===== config.mk =====
export PLATFORM = sky130hd
export DESIGN_NAME = dmem_word_sequencer
export DESIGN_NICKNAME = d
export VERILOG_FILES = /design/src/rtl/dmem_pkg.sv /design/src/rtl/dmem_word_sequencer.sv
export SDC_FILE = /design/constraint.sdc
export NUM_CORES = 1
export LEC_CHECK = 0
export CORE_MARGIN = 4
export CORE_UTILIZATION = 46
export DETAILED_ROUTE_END_ITERATION = 8
export DONT_BUFFER_PORTS = 1
export PLACE_DENSITY_LB_ADDON = 0.08
export SYNTH_ARGS = -nofsm -noshare
export SYNTH_HDL_FRONTEND = slang
export SYNTH_SLANG_ARGS = --single-unit

===== constraint.sdc =====
create_clock -name clk_i -period 4.15 [get_ports clk_i]
set_clock_uncertainty 0.1 [all_clocks]
set_input_delay 0.83 -clock clk_i [delete_from_list [all_inputs] [get_ports clk_i]]
set_output_delay 0.83 -clock clk_i [all_outputs]
set_load 0.01 [all_outputs]

===== src/rtl/dmem_pkg.sv =====
// Shared types and constants for the data-memory word sequencer.
// State encoding, byte-lane map of the two beats, default widths.
package dmem_pkg;

    localparam int MEM_AW_DEF  = 10;
    localparam int BANK_DW_DEF = 8;
    localparam int CPU_AW      = MEM_AW_DEF + 2;
    localparam int LATENCY     = 3;

    typedef enum logic [1:0] {
        S_IDLE,
        S_BEAT0,
        S_BEAT1,
        S_FIN
    } state_e;

    // Byte lanes of the CPU word carried on each bank per beat.
    localparam int B0_LO_LANE = 0;
    localparam int B0_HI_LANE = 1;
    localparam int B1_LO_LANE = 2;
    localparam int B1_HI_LANE = 3;

endpackage


===== src/rtl/dmem_word_sequencer.sv =====
// Splits one 32-bit CPU data request into two 16-bit beats on a pair
// of 8-bit single-port BRAM banks (mem_lo / mem_hi).
//
// Ports:
//   clk_i, rst_n_i       clock, async active-low reset
//   req_i / ready_o      request handshake (accepted when both high)
//   we_i, addr_i, be_i   write flag, byte address, byte enables
//   wdata_i              write data
//   ack_o, err_o         completion pulse, misaligned flag (with ack)
//   rdata_o              read data, valid with ack
//   mem_addr_o, mem_ce_o shared bank address and clock enable
//   mem_we_lo/hi_o       per-bank write enables
//   mem_di_lo/hi_o       per-bank write data
//   mem_do_lo/hi_i       per-bank read data (1-cycle latency)
module dmem_word_sequencer
    import dmem_pkg::*;
#(
    parameter int MEM_AW  = MEM_AW_DEF,
    parameter int BANK_DW = BANK_DW_DEF
) (
    input  logic                 clk_i,
    input  logic                 rst_n_i,
    input  logic                 req_i,
    output logic                 ready_o,
    input  logic                 we_i,
    input  logic [MEM_AW+1:0]    addr_i,
    input  logic [3:0]           be_i,
    input  logic [4*BANK_DW-1:0] wdata_i,
    output logic                 ack_o,
    output logic                 err_o,
    output logic [4*BANK_DW-1:0] rdata_o,
    output logic [MEM_AW-1:0]    mem_addr_o,
    output logic                 mem_ce_o,
    output logic                 mem_we_lo_o,
    output logic                 mem_we_hi_o,
    output logic [BANK_DW-1:0]   mem_di_lo_o,
    output logic [BANK_DW-1:0]   mem_di_hi_o,
    input  logic [BANK_DW-1:0]   mem_do_lo_i,
    input  logic [BANK_DW-1:0]   mem_do_hi_i
);

    localparam int HW = 2 * BANK_DW;
    localparam int WW = 4 * BANK_DW;

    state_e state_q, state_d;

    // Request latched at accept (beat-1 fields only; beat 0 is
    // issued straight from the request inputs).
    logic [MEM_AW-2:0] w_q;
    logic              we_q;
    logic [1:0]        be_hi_q;
    logic [HW-1:0]     wd_hi_q;
    logic              err_q, err_d;
    logic [1:0]        cnt_q, cnt_d;
    logic              ld;

    logic [WW-1:0]     rdata_q, rdata_d;
    logic              ack_d, erro_d;
    logic [MEM_AW-1:0] addr_d;
    logic              ce_d, we_lo_d, we_hi_d;
    logic [BANK_DW-1:0] di_lo_d, di_hi_d;

    // Two banks of 2^MEM_AW bytes hold 2^(MEM_AW+1) bytes, so the top
    // CPU address bit aliases onto the lower half.
    logic unused_addr_msb;
    assign unused_addr_msb = addr_i[MEM_AW+1];

    assign ready_o = (state_q == S_IDLE);

    always_comb begin
        state_d = state_q;
        err_d   = err_q;
        cnt_d   = cnt_q;
        ld      = 1'b0;
        rdata_d = rdata_q;
        ack_d   = 1'b0;
        erro_d  = 1'b0;
        addr_d  = '0;
        ce_d    = 1'b0;
        we_lo_d = 1'b0;
        we_hi_d = 1'b0;
        di_lo_d = '0;
        di_hi_d = '0;
        unique case (state_q)
            S_IDLE: begin
                if (req_i) begin
                    ld = 1'b1;
                    if (addr_i[1:0] != 2'b00) begin
                        // Wait out the remaining cycles in FIN so the
                        // error ack keeps the fixed latency.
                        state_d = S_FIN;
                        err_d   = 1'b1;
                        cnt_d   = 2'(LATENCY - 1);
                    end else begin
                        state_d = S_BEAT0;
                        err_d   = 1'b0;
                        cnt_d   = 2'd0;
                        ce_d    = 1'b1;
                        addr_d  = {addr_i[MEM_AW:2], 1'b0};
                        we_lo_d = we_i & be_i[B0_LO_LANE];
                        we_hi_d = we_i & be_i[B0_HI_LANE];
                        di_lo_d = wdata_i[B0_LO_LANE*BANK_DW +: BANK_DW];
                        di_hi_d = wdata_i[B0_HI_LANE*BANK_DW +: BANK_DW];
                    end
                end
            end
            S_BEAT0: begin
                state_d = S_BEAT1;
                ce_d    = 1'b1;
                addr_d  = {w_q, 1'b1};
                we_lo_d = we_q & be_hi_q[0];
                we_hi_d = we_q & be_hi_q[1];
                di_lo_d = wd_hi_q[0 +: BANK_DW];
                di_hi_d = wd_hi_q[BANK_DW +: BANK_DW];
            end
            S_BEAT1: begin
                state_d = S_FIN;
                if (!we_q) begin
                    rdata_d[HW-1:0] = {mem_do_hi_i, mem_do_lo_i};
                end
            end
            S_FIN: begin
                if (cnt_q != 2'd0) begin
                    cnt_d = cnt_q - 2'd1;
                end else begin
                    state_d = S_IDLE;
                    ack_d   = 1'b1;
                    erro_d  = err_q;
                    if (!we_q && !err_q) begin
                        rdata_d[WW-1:HW] = {mem_do_hi_i, mem_do_lo_i};
                    end
                end
            end
            default: state_d = S_IDLE;
        endcase
    end

    always_ff @(posedge clk_i or negedge rst_n_i) begin
        if (!rst_n_i) begin
            state_q     <= S_IDLE;
            w_q         <= '0;
            we_q        <= 1'b0;
            be_hi_q     <= '0;
            wd_hi_q     <= '0;
            err_q       <= 1'b0;
            cnt_q       <= '0;
            rdata_q     <= '0;
            ack_o       <= 1'b0;
            err_o       <= 1'b0;
            mem_addr_o  <= '0;
            mem_ce_o    <= 1'b0;
            mem_we_lo_o <= 1'b0;
            mem_we_hi_o <= 1'b0;
            mem_di_lo_o <= '0;
            mem_di_hi_o <= '0;
        end else begin
            state_q     <= state_d;
            err_q       <= err_d;
            cnt_q       <= cnt_d;
            rdata_q     <= rdata_d;
            ack_o       <= ack_d;
            err_o       <= erro_d;
            mem_addr_o  <= addr_d;
            mem_ce_o    <= ce_d;
            mem_we_lo_o <= we_lo_d;
            mem_we_hi_o <= we_hi_d;
            mem_di_lo_o <= di_lo_d;
            mem_di_hi_o <= di_hi_d;
            if (ld) begin
                w_q     <= addr_i[MEM_AW:2];
                we_q    <= we_i;
                be_hi_q <= {be_i[B1_HI_LANE], be_i[B1_LO_LANE]};
                wd_hi_q <= wdata_i[WW-1:HW];
            end
        end
    end

    assign rdata_o = rdata_q;

endmodule

==> key figures <==
Setup path
  – Crit path buf inv count: 0
  – Register-to-Register Path Depth: 4
  – Slowest cell on the critical path: nor3_4
  – R2R setup slack: 1.97 ns
  – Worst path arrival time: around 2.3 ns
  – Reg-to-Reg Start: state_q[0]$_DFFE_PN0P_
  – Worst setup path category: flop to flop
  – CP Cell Sequence: ha_1 > nand2_2 > nor3_4 > mux2_2
  – Worst EP required: about 4.3 ns
  – Critical path's top delay family: simple AND/OR/NAND/NOR gates
  – CP Max Fanout: 16
  – R2R Path End: rdata_o[26]$_DFFE_PN0P_
  – Worst Setup Start Kind: flop
  – Worst setup EP type: flop
  – Slowest Stage Delay on Critical Path: 0.64 ns

Timing
  – Slew HR: approximately 46%
  – Worst slew pin tran: between 0.8 and 0.9 ns
  – Fin. max-slew vios: 0
  – F_max: between 0.4 and 0.5 GHz
  – Hold Vio Cnt, Final: 0
  – Setup repair after global routing missed its margin: false
  – Setup TNS: 0 ns
  – Minimum clock period: approximately 2.2 ns
  – Period utilization: approximately 53%
  – # setup viols final: 0

Global routing
  – Vias in the first global route: about 2200
  – First-pass GRT wire length: between 10000 and 15000 um
  – Global route overflow: 0
  – Largest net degree at the start of global routing: slightly below 100
  – GRT Overall Usage: between 15 and 20%
  – Initial antenna violation count: 0

Drt
  – Via-to-Cell Ratio: 5.35
  – Post-route antenna net violation count: 0
  – Initial DRC Count: between 100 and 150
  – Final wirelength: around 7400 um
  – Via count: 2176
  – Routed wire length per instance: approximately 18 um
  – Drc violations: 0
  – Drt first pass iters: 4

Synth
  – Adder-cell share of the synthesized area: between 1.5 and 2%
  – Number of synthesized flops with an enable pin: 0
  – Post-synthesis mux area share: 9.72%
  – Synth Area in Simple Gates: about an eighth
  – Cell variety after synth: 29
  – Post-synth top flop: dfrtp_1
  – Warnings, synthesis: 0
  – Mapped Avg Cell Area: approximately 12 sq um
  – Cell area after synthesis: approximately 3700 sq um
  – Synth Area in Compound Gates: approximately 8.4%
  – Xor/xnor cell area share of the yosys netlist: 0%
  – Synth Register Bits: between 90 and 100
  – Post-synth ARST share: 100%
  – Seq/Total Area, Yosys: 64.8%
  – Mapped Cells: 301
  – Combinational family with the most area after synthesis: simple AND/OR/NAND/NOR gates
  – Post-Syn Nets: 374

Clock network
  – TritonCTS clock tree: built
  – H-Tree Depth: 3
  – Clock Pin Slew Worst Setup and Hold Paths: about 0.09 ns
  – Setup Fix Bufs, Post-CTS: 0
  – Worst skew pair latency: around 0.35 ns
  – CTS Buf Count: 9
  – Longest Clk Path Bufs: 2
  – Post_cts resized: 0
  – Root Driver: clkbuf_8
  – Clk sink count: 96
  – Post-CTS Hold Buffers: 0

Place
  – DP Wirelength: approximately 5000 um
  – Gpl congestion: 0.717
  – IO Port Bufs: 0

Layout
  – Most common cell after layout, fill and taps aside: dfrtp_1
  – Antenna fix cells: 0
  – Layout cells sized above 1: roughly a fifth
  – Final nets: 373
  – Area Growth Syn to Fin: 8.47%
  – Most frequent cells in the layout: dfrtp_1, nand2_1, mux2_2
  – Filler Cell Count: between 600 and 700

Pwr
  – Pwr Total: between 3 and 4 mW
  – Pleak: 1.92 nW
  – Power per Cell Area: between 700 and 800 nW/um^2
  – IR drop worst, VDD: ~0.00031 V

Flow run
  – Max cap viols: 0

Floorplanning
  – Top Ports: 132
  – Die height: between 90 and 100 um
  – Row cnt: 32
  – Die width: between 90 and 100 um
  – Starting Density: ~48%
  – DIE AREA: 9560 sq um
  – Placeable Area: about 8000 sq um

Min path
  – Hold WC Path Type: input port to async pin

Status
  – Status: complete, no violations
-- cell families after synthesis --
logic type | after synthesis
buf+inv | 22
fa+ha+maj | 5
flops | 96
simple gates | 110
compound gates | 36
mux | 32
-- power by group --
part | internal (mW) | switching (mW) | leakage, nW
logic | 0.380 | 0.383 | 0.606
registers | 1.34 | 0.363 | 1.20
clock network | 0.359 | 0.317 | 0.117
total | 2.08 | 1.06 | 1.92
-- worst max-delay path by stage --
| stage | from | end | slack [ns] | depth (start not counted) |
|---|---|---|---|---|
| floorplan | cnt_q[0]$_DFFE_PN0P_ | rdata_o[21]$_DFFE_PN0P_ | 2.39 | 6 |
| global placement | state_q[0]$_DFFE_PN0P_ | rdata_o[18]$_DFFE_PN0P_ | 1.93 | 4 |
| detailed placement | state_q[0]$_DFFE_PN0P_ | rdata_o[26]$_DFFE_PN0P_ | 1.91 | 4 |
| CTS | state_q[0]$_DFFE_PN0P_ | rdata_o[26]$_DFFE_PN0P_ | 1.92 | 4 |
| global route | cnt_q[0]$_DFFE_PN0P_ | rdata_o[26]$_DFFE_PN0P_ | 1.79 | 5 |
| finish | state_q[0]$_DFFE_PN0P_ | rdata_o[26]$_DFFE_PN0P_ | 1.97 | 4 |
-- per-layer routing --
layer | vias to the layer above | GRT usage (%) | part of all wire, % | wire length, um
li1 | 1015 | - | - | -
met1 | 1066 | 21.4 | 43 | 3210
met2 | 86 | 22.9 | 45 | 3360
met3 | 9 | 6.43 | 10 | 750
met4 | 0 | 6.07 | 1.3 | 97
met5 | - | 0 | 0 | 0
-- synth_stat cells, types with 2 or more instances --
cell type  instances  area, sq um
a22o_1            16          140
dfrtp_1           96         2400
a32o_1            11          110
nor2_1             7         26.3
and2_1             2         12.5
ha_1               5         62.6
inv_1              5         18.8
mux2_2            32          360
nand2_1           85          319
buf_2              8         40.0
nor3_1             4         20.0
or2_2              2         12.5
nand2b_1           2         12.5
nor2b_1            3         18.8
clkbuf_1           6         22.5
a21oi_1            4         20.0
-- final cells by class --
type                       instances  area [sq um]  area share [%]
sequential                        96          2400            59.7
multi-input combinational        183          1210            30.0
clock buffer                      10           138            3.42
tap                              102           128            3.17
clock inverter                     6          91.3            2.27
timing repair buffer               5          37.5           0.933
inverter                           5          18.8           0.467
-- flip-flops by register name, indices dropped and copies added (netlist names) --
register     cells
ack_o            1
be_hi_q          2
cnt_q            2
err_o            1
err_q            1
mem_addr_o      10
mem_ce_o         1
mem_di_hi_o      8
mem_di_lo_o      8
mem_we_hi_o      1
mem_we_lo_o      1
rdata_o         32
state_q          2
w_q              9
wd_hi_q         16
we_q             1
-- through the flow --
| step | cell area (sq um) | instances | hold WS [ns] | setup slack, ns | util (%) |
|---|---|---|---|---|---|
| after global routing | 4020 | 407 | 0.0210 | 1.79 | 51.8 |
| after CTS | 4020 | 407 | 0.0360 | 1.92 | 51.8 |
| final | 4020 | 407 | 0.0659 | 1.97 | 51.8 |
| after detailed placement | 3790 | 391 | 0.364 | 1.91 | 48.8 |
| after global placement | 3790 | 391 | 0.358 | 1.93 | 48.8 |
| after floorplan | 3710 | 301 | 0.346 | 2.39 | - |
(Power assumes the default switching activity.)
